**src/rtl/led_heartbeat_seq.sv**
```systemverilog
// Heartbeat LED sequencer: one LED (or all, mode 3) blinks BEATS times per step, then the step advances.
// Define HB_PWM_EN to add a duty input that PWM-dims the on-phases.
module led_heartbeat_seq #(
  parameter int N_LED  = 8,
  parameter int PERIOD = 240000,
  parameter int BEATS  = 2,
  parameter int CNT_W  = 32,
  localparam int IDX_W = (N_LED > 1) ? $clog2(N_LED) : 1
) (
  input  logic             clk,
  input  logic             rst_n,
  input  logic             en,
  input  logic [1:0]       mode,
`ifdef HB_PWM_EN
  input  logic [7:0]       duty,
`endif
  output logic [N_LED-1:0] led_out,
  output logic [IDX_W-1:0] cur_idx,
  output logic             step_done
);

  localparam int PHASE = PERIOD / (2 * BEATS);
  localparam logic [CNT_W-1:0] CNT_LAST   = CNT_W'(PHASE - 1);
  localparam logic [CNT_W-1:0] PHASE_LAST = CNT_W'(2 * BEATS - 1);
  localparam logic [IDX_W-1:0] IDX_LAST   = IDX_W'(N_LED - 1);
  localparam logic [IDX_W-1:0] IDX_ZERO   = '0;

  typedef enum logic [1:0] {
    MODE_UP   = 2'd0,
    MODE_DOWN = 2'd1,
    MODE_PING = 2'd2,
    MODE_ALL  = 2'd3
  } mode_e;

  typedef enum logic {
    DIR_UP   = 1'b0,
    DIR_DOWN = 1'b1
  } dir_e;

  logic [CNT_W-1:0] phase_cnt, phase_cnt_nxt;
  logic [CNT_W-1:0] phase_idx, phase_idx_nxt;
  logic [IDX_W-1:0] idx_nxt, adv_idx;
  dir_e             dir_q, dir_nxt, adv_dir;
  mode_e            mode_q, mode_nxt, eff_mode;
  logic             en_q;
  logic             starting, cnt_wrap, step_end, move_up;
  logic [N_LED-1:0] led_nxt, onehot, pattern;
  logic             pwm_on;

`ifdef HB_PWM_EN
  logic [7:0] pwm_cnt;

  always_ff @(posedge clk or negedge rst_n) begin
    if (!rst_n) pwm_cnt <= '0;
    else        pwm_cnt <= pwm_cnt + 8'd1;
  end

  assign pwm_on = (pwm_cnt < duty);
`else
  assign pwm_on = 1'b1;
`endif

  // A rising en starts a fresh step whose mode is taken straight from the input.
  always_comb begin
    starting = en && !en_q;
    eff_mode = starting ? mode_e'(mode) : mode_q;
    cnt_wrap = (phase_cnt == CNT_LAST);
    step_end = en && cnt_wrap && (phase_idx == PHASE_LAST);
  end

  assign step_done = step_end;

  always_comb begin
    onehot = '0;
    for (int i = 0; i < N_LED; i++) begin
      onehot[i] = (cur_idx == IDX_W'(i));
    end
    pattern = (eff_mode == MODE_ALL) ? {N_LED{1'b1}} : onehot;
    pattern = pattern & {N_LED{pwm_on}};
  end

  // Index the sequence moves to at the end of the current step; wraps are explicit
  // so N_LED need not be a power of two.
  always_comb begin
    adv_idx = cur_idx;
    adv_dir = dir_q;
    move_up = 1'b0;
    unique case (eff_mode)
      MODE_UP:   adv_idx = (cur_idx == IDX_LAST) ? IDX_ZERO : cur_idx + IDX_W'(1);
      MODE_DOWN: adv_idx = (cur_idx == IDX_ZERO) ? IDX_LAST : cur_idx - IDX_W'(1);
      MODE_PING: begin
        move_up = (dir_q == DIR_UP) ? (cur_idx != IDX_LAST) : (cur_idx == IDX_ZERO);
        if (N_LED > 1) begin
          adv_idx = move_up ? cur_idx + IDX_W'(1) : cur_idx - IDX_W'(1);
          if (adv_idx == IDX_LAST)      adv_dir = DIR_DOWN;
          else if (adv_idx == IDX_ZERO) adv_dir = DIR_UP;
          else                          adv_dir = move_up ? DIR_UP : DIR_DOWN;
        end
      end
      default: adv_idx = cur_idx;
    endcase
  end

  always_comb begin
    phase_cnt_nxt = phase_cnt;
    phase_idx_nxt = phase_idx;
    idx_nxt       = cur_idx;
    dir_nxt       = dir_q;
    mode_nxt      = mode_q;
    led_nxt       = '0;
    if (!en) begin
      phase_cnt_nxt = '0;
      phase_idx_nxt = '0;
    end else begin
      if (starting) begin
        mode_nxt = mode_e'(mode);
        if (mode_nxt == MODE_PING && mode_q != MODE_PING) begin
          dir_nxt = (cur_idx == IDX_LAST) ? DIR_DOWN : DIR_UP;
        end
      end
      led_nxt = (phase_idx[0] == 1'b0) ? pattern : '0;
      if (cnt_wrap) begin
        phase_cnt_nxt = '0;
        phase_idx_nxt = (phase_idx == PHASE_LAST) ? '0 : phase_idx + CNT_W'(1);
      end else begin
        phase_cnt_nxt = phase_cnt + CNT_W'(1);
      end
      // Advance with the mode that governed this step, then adopt the new one.
      if (step_end) begin
        idx_nxt  = adv_idx;
        dir_nxt  = adv_dir;
        mode_nxt = mode_e'(mode);
        if (mode_nxt == MODE_PING && eff_mode != MODE_PING) begin
          dir_nxt = (adv_idx == IDX_LAST) ? DIR_DOWN : DIR_UP;
        end
      end
    end
  end

  always_ff @(posedge clk or negedge rst_n) begin
    if (!rst_n) begin
      phase_cnt <= '0;
      phase_idx <= '0;
      cur_idx   <= '0;
      dir_q     <= DIR_UP;
      mode_q    <= MODE_UP;
      en_q      <= 1'b0;
      led_out   <= '0;
    end else begin
      phase_cnt <= phase_cnt_nxt;
      phase_idx <= phase_idx_nxt;
      cur_idx   <= idx_nxt;
      dir_q     <= dir_nxt;
      mode_q    <= mode_nxt;
      en_q      <= en;
      led_out   <= led_nxt;
    end
  end

endmodule

```
**config.mk**
```make
export PLATFORM = sky130hd
export DESIGN_NAME = led_heartbeat_seq
export DESIGN_NICKNAME = d
export VERILOG_FILES = /design/src/rtl/led_heartbeat_seq.sv
export SDC_FILE = /design/constraint.sdc
export NUM_CORES = 1
export LEC_CHECK = 0
export BUFFER_PORTS_ARGS = -buffer_cell sky130_fd_sc_hd__buf_4
export CAP_MARGIN = 40
export CORE_ASPECT_RATIO = 0.8
export CORE_MARGIN = 2
export CORE_UTILIZATION = 38
export DETAILED_ROUTE_END_ITERATION = 12
export GPL_TIMING_DRIVEN = 0
export MAX_ROUTING_LAYER = met4
export SLEW_MARGIN = 20
export SYNTH_ARGS = -nofsm -noshare
export SYNTH_HDL_FRONTEND = slang
export SYNTH_SLANG_ARGS = --single-unit
```
**constraint.sdc**
```tcl
create_clock -name clk -period 2.1 [get_ports clk]
set_input_delay 0.315 -clock clk [delete_from_list [all_inputs] [get_ports clk]]
set_output_delay 0.315 -clock clk [all_outputs]
set_load 0.005 [all_outputs]
```
==> impl_metrics.yaml, run 1 <==
cts:
  cts_buffers: 9
  root_buffer: "clkbuf_16"
  cts_tree: "built"
  clk_pin_slew_ns: 0.06
  clock_latency_ns: 0.34
  htreeDepth: 3
  cts_sinks: 79
  cts_buffer_depth: 2
floorplanning:
  die_y_um: 100.2
  start_util_pct: 38.63
  dieArea_mm2: 0.01246
  die_w_um: 124.3
  io_pins: 17
  placementRows: 35
  core_region_area_mm2: 0.01139
worst_setup_path:
  r2r-start: "phase_cnt[24]"
  rr_endpoint: "mode_q[0]"
  worstPathArrival_ns: 2.17
  crit_path_end_kind: "output pin"
  crit_type: "reg -> out"
  cp_data_required_time_ns: 1.78
  regToRegSetupSlack_ns: -0.36
  path_max_fanout: 3
  critPathLaunchType: "register"
  reg2reg_depth: 7
timing:
  hold_viol: 0
  holdWs_ns: 0.1251
  final-max-slew-violation-count: 0
  skew_ns: 0.006313
  fin_crit_ns: 2.489
  fin_crit_sh_pct: 118.5
  rsz0062_at_grt: "yes"
  setup_viol: 69
  setup-tns-final_ns: -16.73
  max_slew_margin_pct: 56.11
  max_freq_mhz: 401.8
  setup_ws_ns: -0.3887
  tightest_slew_ns: 0.6492
global_routing:
  grt_max_degree: 54
  first_global_vias: 3656
  grt_usage_pct: 19.41
  antenna_found_initial: 0
  gr-total-overflow: 0
  grt_first_pass_wirelength_um: 18920
logic_synthesis:
  synthesis.nets: 506
  ys_async_sr_fraction_pct: 100.0
  syn_avg_cell_area_um2: 8.921
  synth_edf_count: 0
  synth_ff_type: "dfrtp_1"
  synthesis.area_mm2: 0.004398
  yosysWarnings: 0
  ys_ff_latch: 79
  syn_inst: 493
  ys_seq_area_share_pct: 44.95
  ys_types: 49
power_and_ir_drop:
  ir_worst_vdd_uv: 413.6
  swShare_pct: 22.93
  power_frac_seq_pct: 46.2
  p_switching_mw: 0.7773
  p_int_mw: 2.613
  p_comb_share_pct: 6.6
  clkPwrFrac_pct: 47.2
  power_mw: 3.390
  power_density_mw_per_mm2: 600.1
  p_leak_nw: 2.354
route:
  route.vias.total: 3891
  dr.pass1.iters: 5
  drt_iter0_drc: 395
  vias_per_cell: 5.567
  postRouteAntennaNets: 0
  drcViolationCount: 0
  avgRoutedWirePerCell_um: 16.25
  drt_wl_total_um: 11360
outcome:
  violations: "setup timing"
  status: "complete, but fails checks"
final_layout:
  final_layout_size_suffix_gt1_share_pct: 22.14
  fillers: 1044
  n_antenna_cell: 0
  areaGrowthSynthToFinish_pct: 28.45
  finish.utilization_pct: 49.62
  nets: 560
placement:
  io_buffers: 16
  post-dp-hpwl_um: 7239
  gp_congestion: 0.8761
flow_run:
  max-cap-violations: 0
worst_hold_path:
  hold_path_class: "in -> reg"
  hp-start: "en"
  hold_end: "en_q"
  hold_depth: 1
==> cells in the mapped netlist (2+ instances only) <==
cell | instances | area share (%)
o21ai_0 | 21 | 2.4
nand4_1 | 18 | 2.6
or4_4 | 2 | 0.51
nand2_1 | 41 | 3.5
xor2_1 | 18 | 3.6
buf_6 | 2 | 0.51
nor2b_1 | 2 | 0.28
o211a_1 | 2 | 0.46
nor4_1 | 12 | 1.7
and2_1 | 5 | 0.71
or2_2 | 3 | 0.43
nor2_1 | 60 | 5.1
a21oi_1 | 35 | 4.0
a22o_1 | 2 | 0.40
mux2i_1 | 9 | 2.0
nand2b_1 | 7 | 1.0
dfrtp_1 | 79 | 45
and4_1 | 3 | 0.60
a22oi_1 | 2 | 0.34
xnor2_1 | 13 | 2.6
buf_2 | 5 | 0.57
clkbuf_1 | 9 | 0.77
or3_1 | 10 | 1.4
nand3_1 | 33 | 3.8
a21boi_0 | 2 | 0.34
or4_1 | 3 | 0.51
inv_1 | 19 | 1.6
a21o_1 | 7 | 1.2
buf_1 | 4 | 0.34
nor3b_1 | 2 | 0.34
ha_1 | 8 | 2.3
o22a_1 | 2 | 0.40
mux2_2 | 3 | 0.77
nor3_1 | 11 | 1.3
nor4b_1 | 3 | 0.60
a211oi_1 | 2 | 0.34
o21a_1 | 2 | 0.34
a31oi_1 | 8 | 1.1
and3_1 | 13 | 1.8
nor4bb_1 | 2 | 0.46
==> timing repair <==
action / CTS / global route
gates resized for setup: 70 / 23
buffers inserted: 17 / 7
pin swaps: 28 / 13
setup endpoints to repair: 69 / 69
hold buffers: 1 / 0
gates cloned: 5 / 0
hold endpoints to repair: 26 / 0
==> power groups by stage <==
| stage | combinational (mW) | sequential, mW | clock (mW) |
|---|---|---|---|
| after global routing | 0.248 | 1.57 | 1.70 |
| final | 0.224 | 1.57 | 1.60 |
| after global placement | 0.204 | 1.59 | 0 |
| after floorplan | 0.114 | 1.59 | 0 |
| after detailed placement | 0.211 | 1.59 | 0 |
| after CTS | 0.220 | 1.57 | 1.63 |
==> state kept, by name (all words and copies together), names as in the netlist <==
name / flops
cur_idx: 3
phase_cnt: 32
phase_idx: 32
en_q: 1
led_out: 8
dir_q: 1
mode_q: 2
==> worst max-delay path, stage by stage (launching register included) <==
cell     delay (ns)
dfrtp_1        0.38
or4_4          0.55
nor4_4         0.36
and3_4         0.27
nand3_4        0.08
inv_4          0.10
buf_6          0.09
==> per-stage QoR <==
step                worst slack (ns)  area, um2  cells
global route                 -0.4679       5649    699
CTS                          -0.4509       5574    697
floorplan                    -0.1758       4468    493
finish                       -0.3887       5649    699
detailed placement           -0.5762       4810    660
global placement             -0.5841       4773    657
==> worst max-delay path by stage <==
stage                             start             to  cells after the start
after floorplan           phase_cnt[24]  phase_idx[25]                      8
after global placement    phase_cnt[24]  phase_idx[26]                      7
after detailed placement  phase_cnt[24]  phase_idx[26]                      7
after CTS                 phase_cnt[20]      step_done                      6
after global routing      phase_cnt[24]      step_done                      6
final                     phase_cnt[24]      step_done                      6
==> cell families (layout without fill, tap and decap cells) <==
| group | Yosys count | in the layout | share of synthesized area, % |
|---|---|---|---|
| adder cells (fa/ha/maj) | 8 | 8 | 2.276 |
| AND/OR/NAND/NOR | 234 | 234 | 27.65 |
| buffers and inverters | 39 | 97 | 3.812 |
| flip-flops | 79 | 79 | 44.95 |
| multiplexers | 12 | 12 | 2.817 |
| XOR/XNOR | 31 | 31 | 6.174 |
| AO/OA/AOI/OAI | 90 | 90 | 12.32 |
==> metal layers <==
metal | global-route usage [%] | vias up | part of all wire (%) | routed length [um]
met4 | 6.137 | 0 | 1.4 | 159
met5 | - | - | 0 | 0
li1 | - | 1875 | - | -
met1 | 26.16 | 1886 | 49 | 5510
met2 | 29.21 | 117 | 45 | 5106
met3 | 4.531 | 13 | 5.1 | 580
==> layout by cell type (no fill, tap or decap), drive strengths merged, types with 3 or more instances in the layout <==
master,n
or2,4
buf,55
nand2,41
nand4,18
or3,10
or4,5
a31oi,8
nor3,11
nor4,13
mux2,3
o21ai,21
ha,8
nor2,60
clkbuf,19
xor2,18
xnor2,13
a21oi,35
nand3,33
a21o,7
nor4b,3
and4,3
and2,5
dfrtp,79
nand2b,7
inv,19
mux2i,9
and3,13
==> final cells by class <==
cell class                 instances  area (um2)  area share, %
buffer                            15       140.1          2.481
clock inverter                     3       42.54         0.7530
clock buffer                      12       256.5          4.540
sequential                        79        1981          35.06
tap                              148       185.2          3.278
timing repair buffer              48       481.7          8.527
inverter                          19       73.82          1.307
multi-input combinational        375        2489          44.05
Note: power is estimated with default switching activity, not from simulation.
==> run 2: changes to the inputs <==
Settings changed: CTS_BUF_LIST from default to sky130_fd_sc_hd__clkbuf_16.
==> impl_metrics.yaml, run 2 (synthesized netlist as in run 1, its figures left out) <==
final_layout:
  final_cell_mix: "dfrtp_1 (76), nor2_1 (56), nand2_1 (39), nand3_1 (29), buf_4 (27)"
  areaGrowthSynthToFinish_pct: 28.65
  final_common_cell: "dfrtp_1"
  layout.area.seq_mm2: 0.001981
  final_layout_size_suffix_gt1_share_pct: 22.18
  finalNonFillerCells: 698
  n_antenna_cell: 0
  top_regs: "phase_cnt x32, phase_idx x32, led_out x8"
  multi_input_area_mm2: 0.002517
  final_area_mm2: 0.005658
  nets: 559
  fillers: 1049
floorplanning:
  core_region_area_mm2: 0.01139
  dieArea_mm2: 0.01246
  io_pins: 17
  die_w_um: 124.3
  placementRows: 35
  die_y_um: 100.2
  start_util_pct: 38.63
global_routing:
  grt_first_pass_wirelength_um: 18930
  first_global_vias: 3664
  grt_max_degree: 54
  grt_usage_pct: 19.43
  gr-total-overflow: 0
  antenna_found_initial: 0
worst_setup_path:
  cp_slowest_cell: "or4_4"
  critPathLaunch: "phase_cnt[24]"
  critPathLaunchType: "register"
  worstPathArrival_ns: 2.18
  slowest_delay_ns: 0.55
  rr_endpoint: "mode_q[0]"
  crit_path_end_kind: "output pin"
  regToRegSetupSlack_ns: -0.37
  path_max_fanout: 3
  r2r-start: "phase_cnt[24]"
  reg2reg_depth: 7
  cp_data_required_time_ns: 1.78
  crit_type: "reg -> out"
  cp_cell_sequence: "or4_4 > nor4_4 > and3_4 > nand3_4 > inv_4 > buf_6"
  crit_end: "step_done"
power_and_ir_drop:
  p_leak_nw: 2.343
  power_density_mw_per_mm2: 586.2
  ir_worst_vdd_uv: 419.6
worst_hold_path:
  hp-start: "en"
  hold_path_class: "in -> reg"
placement:
  dpl_cell_area_mm2: 0.004810
  gp_congestion: 0.8761
  place.detailed.instances: 660
  io_buffers: 16
  post-dp-hpwl_um: 7239
route:
  drt_wl_total_um: 11400
  wirelength_met1_um: 5441
  highest_layer: "met4"
  wl_met2_um: 5124
  postRouteAntennaNets: 0
  vias_per_cell: 5.607
  route.vias.total: 3914
  dr.pass1.iters: 5
  route.met3.wl_um: 618
  drt_iter0_drc: 423
  avgRoutedWirePerCell_um: 16.33
  drcViolationCount: 0
timing:
  final-max-slew-violation-count: 0
  max_slew_margin_pct: 54.36
  hold_viol: 0
  max_freq_mhz: 400.9
  setup_viol: 69
  setup_ws_ns: -0.3946
  fin_crit_ns: 2.495
  fin_crit_sh_pct: 118.8
  tightest_slew_ns: 0.6751
  rsz0062_at_grt: "yes"
  skew_ns: 0.006981
cts:
  root_buffer: "clkbuf_16"
  cts_buffer_depth: 2
  clk_pin_slew_ns: 0.06
  cts_buffers: 9
  htreeDepth: 3
  cts_tree: "built"
  clock_latency_ns: 0.35
  cts_sinks: 79
outcome:
  violations: "setup timing"
  status: "complete, but fails checks"
flow_run:
  max-cap-violations: 0
==> run 2: per-stage QoR <==
step                setup slack [ns]  power (mW)  utilization (%)  hold WS, ns  setup TNS (ns)
floorplan                    -0.1758       1.706                -      0.01941          -2.690
global placement             -0.5841       1.798            41.92       0.4778          -30.30
detailed placement           -0.5762       1.805            42.24       0.2626          -29.76
CTS                          -0.4504       3.336            48.78       0.1193          -23.98
global route                 -0.4682       3.433            49.69       0.1251          -22.48
finish                       -0.3946       3.317            49.69       0.1214          -16.08
==> run 2: where the power goes <==
group	internal [mW]	switching, mW
combinational	0.0883	0.136
sequential	1.55	0.0191
clock	0.899	0.627
==> run 2: layout make-up <==
| class | count | area share, % |
|---|---|---|
| Buffer | 17 | 2.875 |
| Clock buffer | 9 | 3.981 |
| Multi-Input combinational cell | 375 | 44.49 |
| Clock inverter | 6 | 0.9509 |
| Timing Repair Buffer | 45 | 8.116 |
| Sequential cell | 79 | 35.01 |
| Tap cell | 148 | 3.273 |
| Inverter | 19 | 1.305 |
==> run 2: how the worst min path moves through the flow <==
stage | cells after the start | slack, ns | to
final | 1 | 0.12 | en_q
after global routing | 1 | 0.13 | en_q
after CTS | 1 | 0.12 | en_q
after detailed placement | 1 | 0.26 | phase_idx[3]
after global placement | 1 | 0.48 | phase_cnt[0]
after floorplan | 0 | 0.02 | cur_idx[0]
==> run 2: worst max-delay path, delay by kind of cell, from the launching register on <==
family	cells	cell delay [ns]
simple gates	4	1.26
flops	1	0.38
buf+inv	2	0.19
==> run 2: timing repair <==
action / CTS / global route
setup buffers: 17 / 5
endpoints found under the setup margin: 69 / 69
endpoints found under the hold margin: 26 / 0
gates resized for setup: 70 / 30
hold buffers: 1 / 0
pin swaps: 28 / 14
gates cloned: 5 / 0
==> run 2: per-layer routing <==
metal,global-route usage [%],up-vias
met5,-,-
met1,26.09,1904
met2,29.38,120
li1,-,1867
met3,4.531,23
met4,6.137,0
==> run 3: changes to the inputs <==
Settings changed: CTS_BUF_LIST sky130_fd_sc_hd__clkbuf_16 to sky130_fd_sc_hd__clkbuf_8.
==> impl_metrics.yaml, run 3 (synthesized netlist as in run 1, its figures left out) <==
final_layout:
  top_regs: "phase_cnt x32, phase_idx x32, led_out x8"
  final_cell_mix: "dfrtp_1 (77), nor2_1 (56), nand2_1 (38), buf_4 (38), nand3_1 (27)"
  multi_input_area_mm2: 0.002571
  layout.area.seq_mm2: 0.001979
  final_area_mm2: 0.005684
  finalNonFillerCells: 707
  areaGrowthSynthToFinish_pct: 29.25
  fillers: 1057
  nets: 568
  final_layout_size_suffix_gt1_share_pct: 25.04
  n_antenna_cell: 0
  final_common_cell: "dfrtp_1"
cts:
  cts_buffers: 9
  root_buffer: "clkbuf_8"
  cts_sinks: 79
  clk_pin_slew_ns: 0.08
  htreeDepth: 3
  clock_latency_ns: 0.36
  cts_buffer_depth: 2
  cts_tree: "built"
outcome:
  violations: "setup timing"
  status: "complete, but fails checks"
route:
  drt_wl_total_um: 11640
  drt_iter0_drc: 337
  postRouteAntennaNets: 0
  drcViolationCount: 0
  dr.pass1.iters: 7
  avgRoutedWirePerCell_um: 16.46
  vias_per_cell: 5.610
  route.vias.total: 3966
worst_hold_path:
  hold_path_class: "in -> reg"
  hp-start: "en"
flow_run:
  max-cap-violations: 0
floorplanning:
  start_util_pct: 38.63
  die_y_um: 100.2
  placementRows: 35
  dieArea_mm2: 0.01246
  core_region_area_mm2: 0.01139
  io_pins: 17
  die_w_um: 124.3
timing:
  hold_viol: 0
  max_slew_margin_pct: 55.10
  rsz0062_at_grt: "yes"
  setup_viol: 69
  skew_ns: 0.009903
  fin_crit_ns: 2.507
  fin_crit_sh_pct: 119.4
  final-max-slew-violation-count: 0
  max_freq_mhz: 398.9
  tightest_slew_ns: 0.6642
  setup-tns-final_ns: -19.50
  setup_ws_ns: -0.4070
power_and_ir_drop:
  p_switching_mw: 0.7167
  swShare_pct: 24.24
  ir_worst_vdd_uv: 303.5
  power_frac_seq_pct: 52.9
  p_int_mw: 2.239
  clkPwrFrac_pct: 39.2
  power_density_mw_per_mm2: 520.1
  p_comb_share_pct: 7.8
  p_leak_nw: 2.378
worst_setup_path:
  crit_type: "reg -> out"
  worstPathArrival_ns: 2.19
  r2r-start: "phase_cnt[26]"
  path_max_fanout: 3
  critPathLaunchType: "register"
  cp_data_required_time_ns: 1.78
  crit_path_end_kind: "output pin"
  critPathLaunch: "phase_cnt[26]"
placement:
  io_buffers: 16
  post-dp-hpwl_um: 7239
  dpl_cell_area_mm2: 0.004810
  place_ws_ns: -0.5762
  place.detailed.instances: 660
  gp_congestion: 0.8761
global_routing:
  gr-total-overflow: 0
  first_global_vias: 3743
  grt_max_degree: 54
  grt_first_pass_wirelength_um: 18980
  grt_usage_pct: 19.35
  antenna_found_initial: 0
[run 3: cell count changes in the layout (fill, tap and decap cells not counted), sizes merged]
| cell | previous run | this run |
|---|---|---|
| buf | 54 | 61 |
| clkbuf | 16 | 20 |
| clkinv | 3 | 1 |
[run 3: critical path, stage by stage (launching register included)]
cell     delay (ns)
dfrtp_1        0.40
or4_4          0.54
nor4_4         0.35
and3_4         0.28
nand3_4        0.09
inv_4          0.10
buf_6          0.09
[run 3: stage by stage]
stage	util (%)	hold WS (ns)	power (mW)
final	49.92	0.1080	2.956
after global routing	49.92	0.09629	3.091
after CTS	48.27	0.08930	2.988
after detailed placement	42.24	0.2626	1.805
after global placement	41.92	0.4778	1.798
after floorplan	-	0.01941	1.706
[run 3: routing by layer]
| layer | share of wire, % | up-vias | track usage (%) |
|---|---|---|---|
| li1 | - | 1886 | - |
| met1 | 47 | 1931 | 26.18 |
| met2 | 46 | 133 | 29.55 |
| met3 | 6.0 | 16 | 4.318 |
| met4 | 1.3 | 0 | 5.272 |
| met5 | 0 | - | - |
[run 3: repair_timing]
item                                    CTS  global route
hold buffers                              1             0
pin swaps                                31            13
endpoints found under the setup margin   69            69
gates cloned                              5             1
resized for setup                        79            27
buffers inserted                         19            11
hold endpoints to repair                 26             0
[run 3: worst paths after layout]
kind                       slack [ns]  cells past startpoint             to
min in group asynchronous        0.41                      2  phase_idx[11]
max in group asynchronous        1.09                      3  phase_cnt[20]
setup / recovery                -0.41                      6      step_done
setup reg to reg                -0.36                      8  phase_cnt[30]
hold reg to reg                  0.50                      1   phase_cnt[0]
hold / removal                   0.11                      1           en_q
[run 3: final cells by class]
cell class	instances	area share, %
multi-input combinational	375	45.23
tap	148	3.258
clock buffer	11	2.663
sequential	79	34.82
clock inverter	4	0.8144
timing repair buffer	55	9.465
inverter	19	1.299
buffer	16	2.443
[run 3: power groups by stage]
| stage | sequential (mW) | clock, mW | combinational, mW |
|---|---|---|---|
| CTS | 1.56 | 1.20 | 0.227 |
| global route | 1.57 | 1.27 | 0.255 |
| detailed placement | 1.59 | 0 | 0.211 |
| finish | 1.56 | 1.16 | 0.232 |
| global placement | 1.59 | 0 | 0.204 |
| floorplan | 1.59 | 0 | 0.114 |
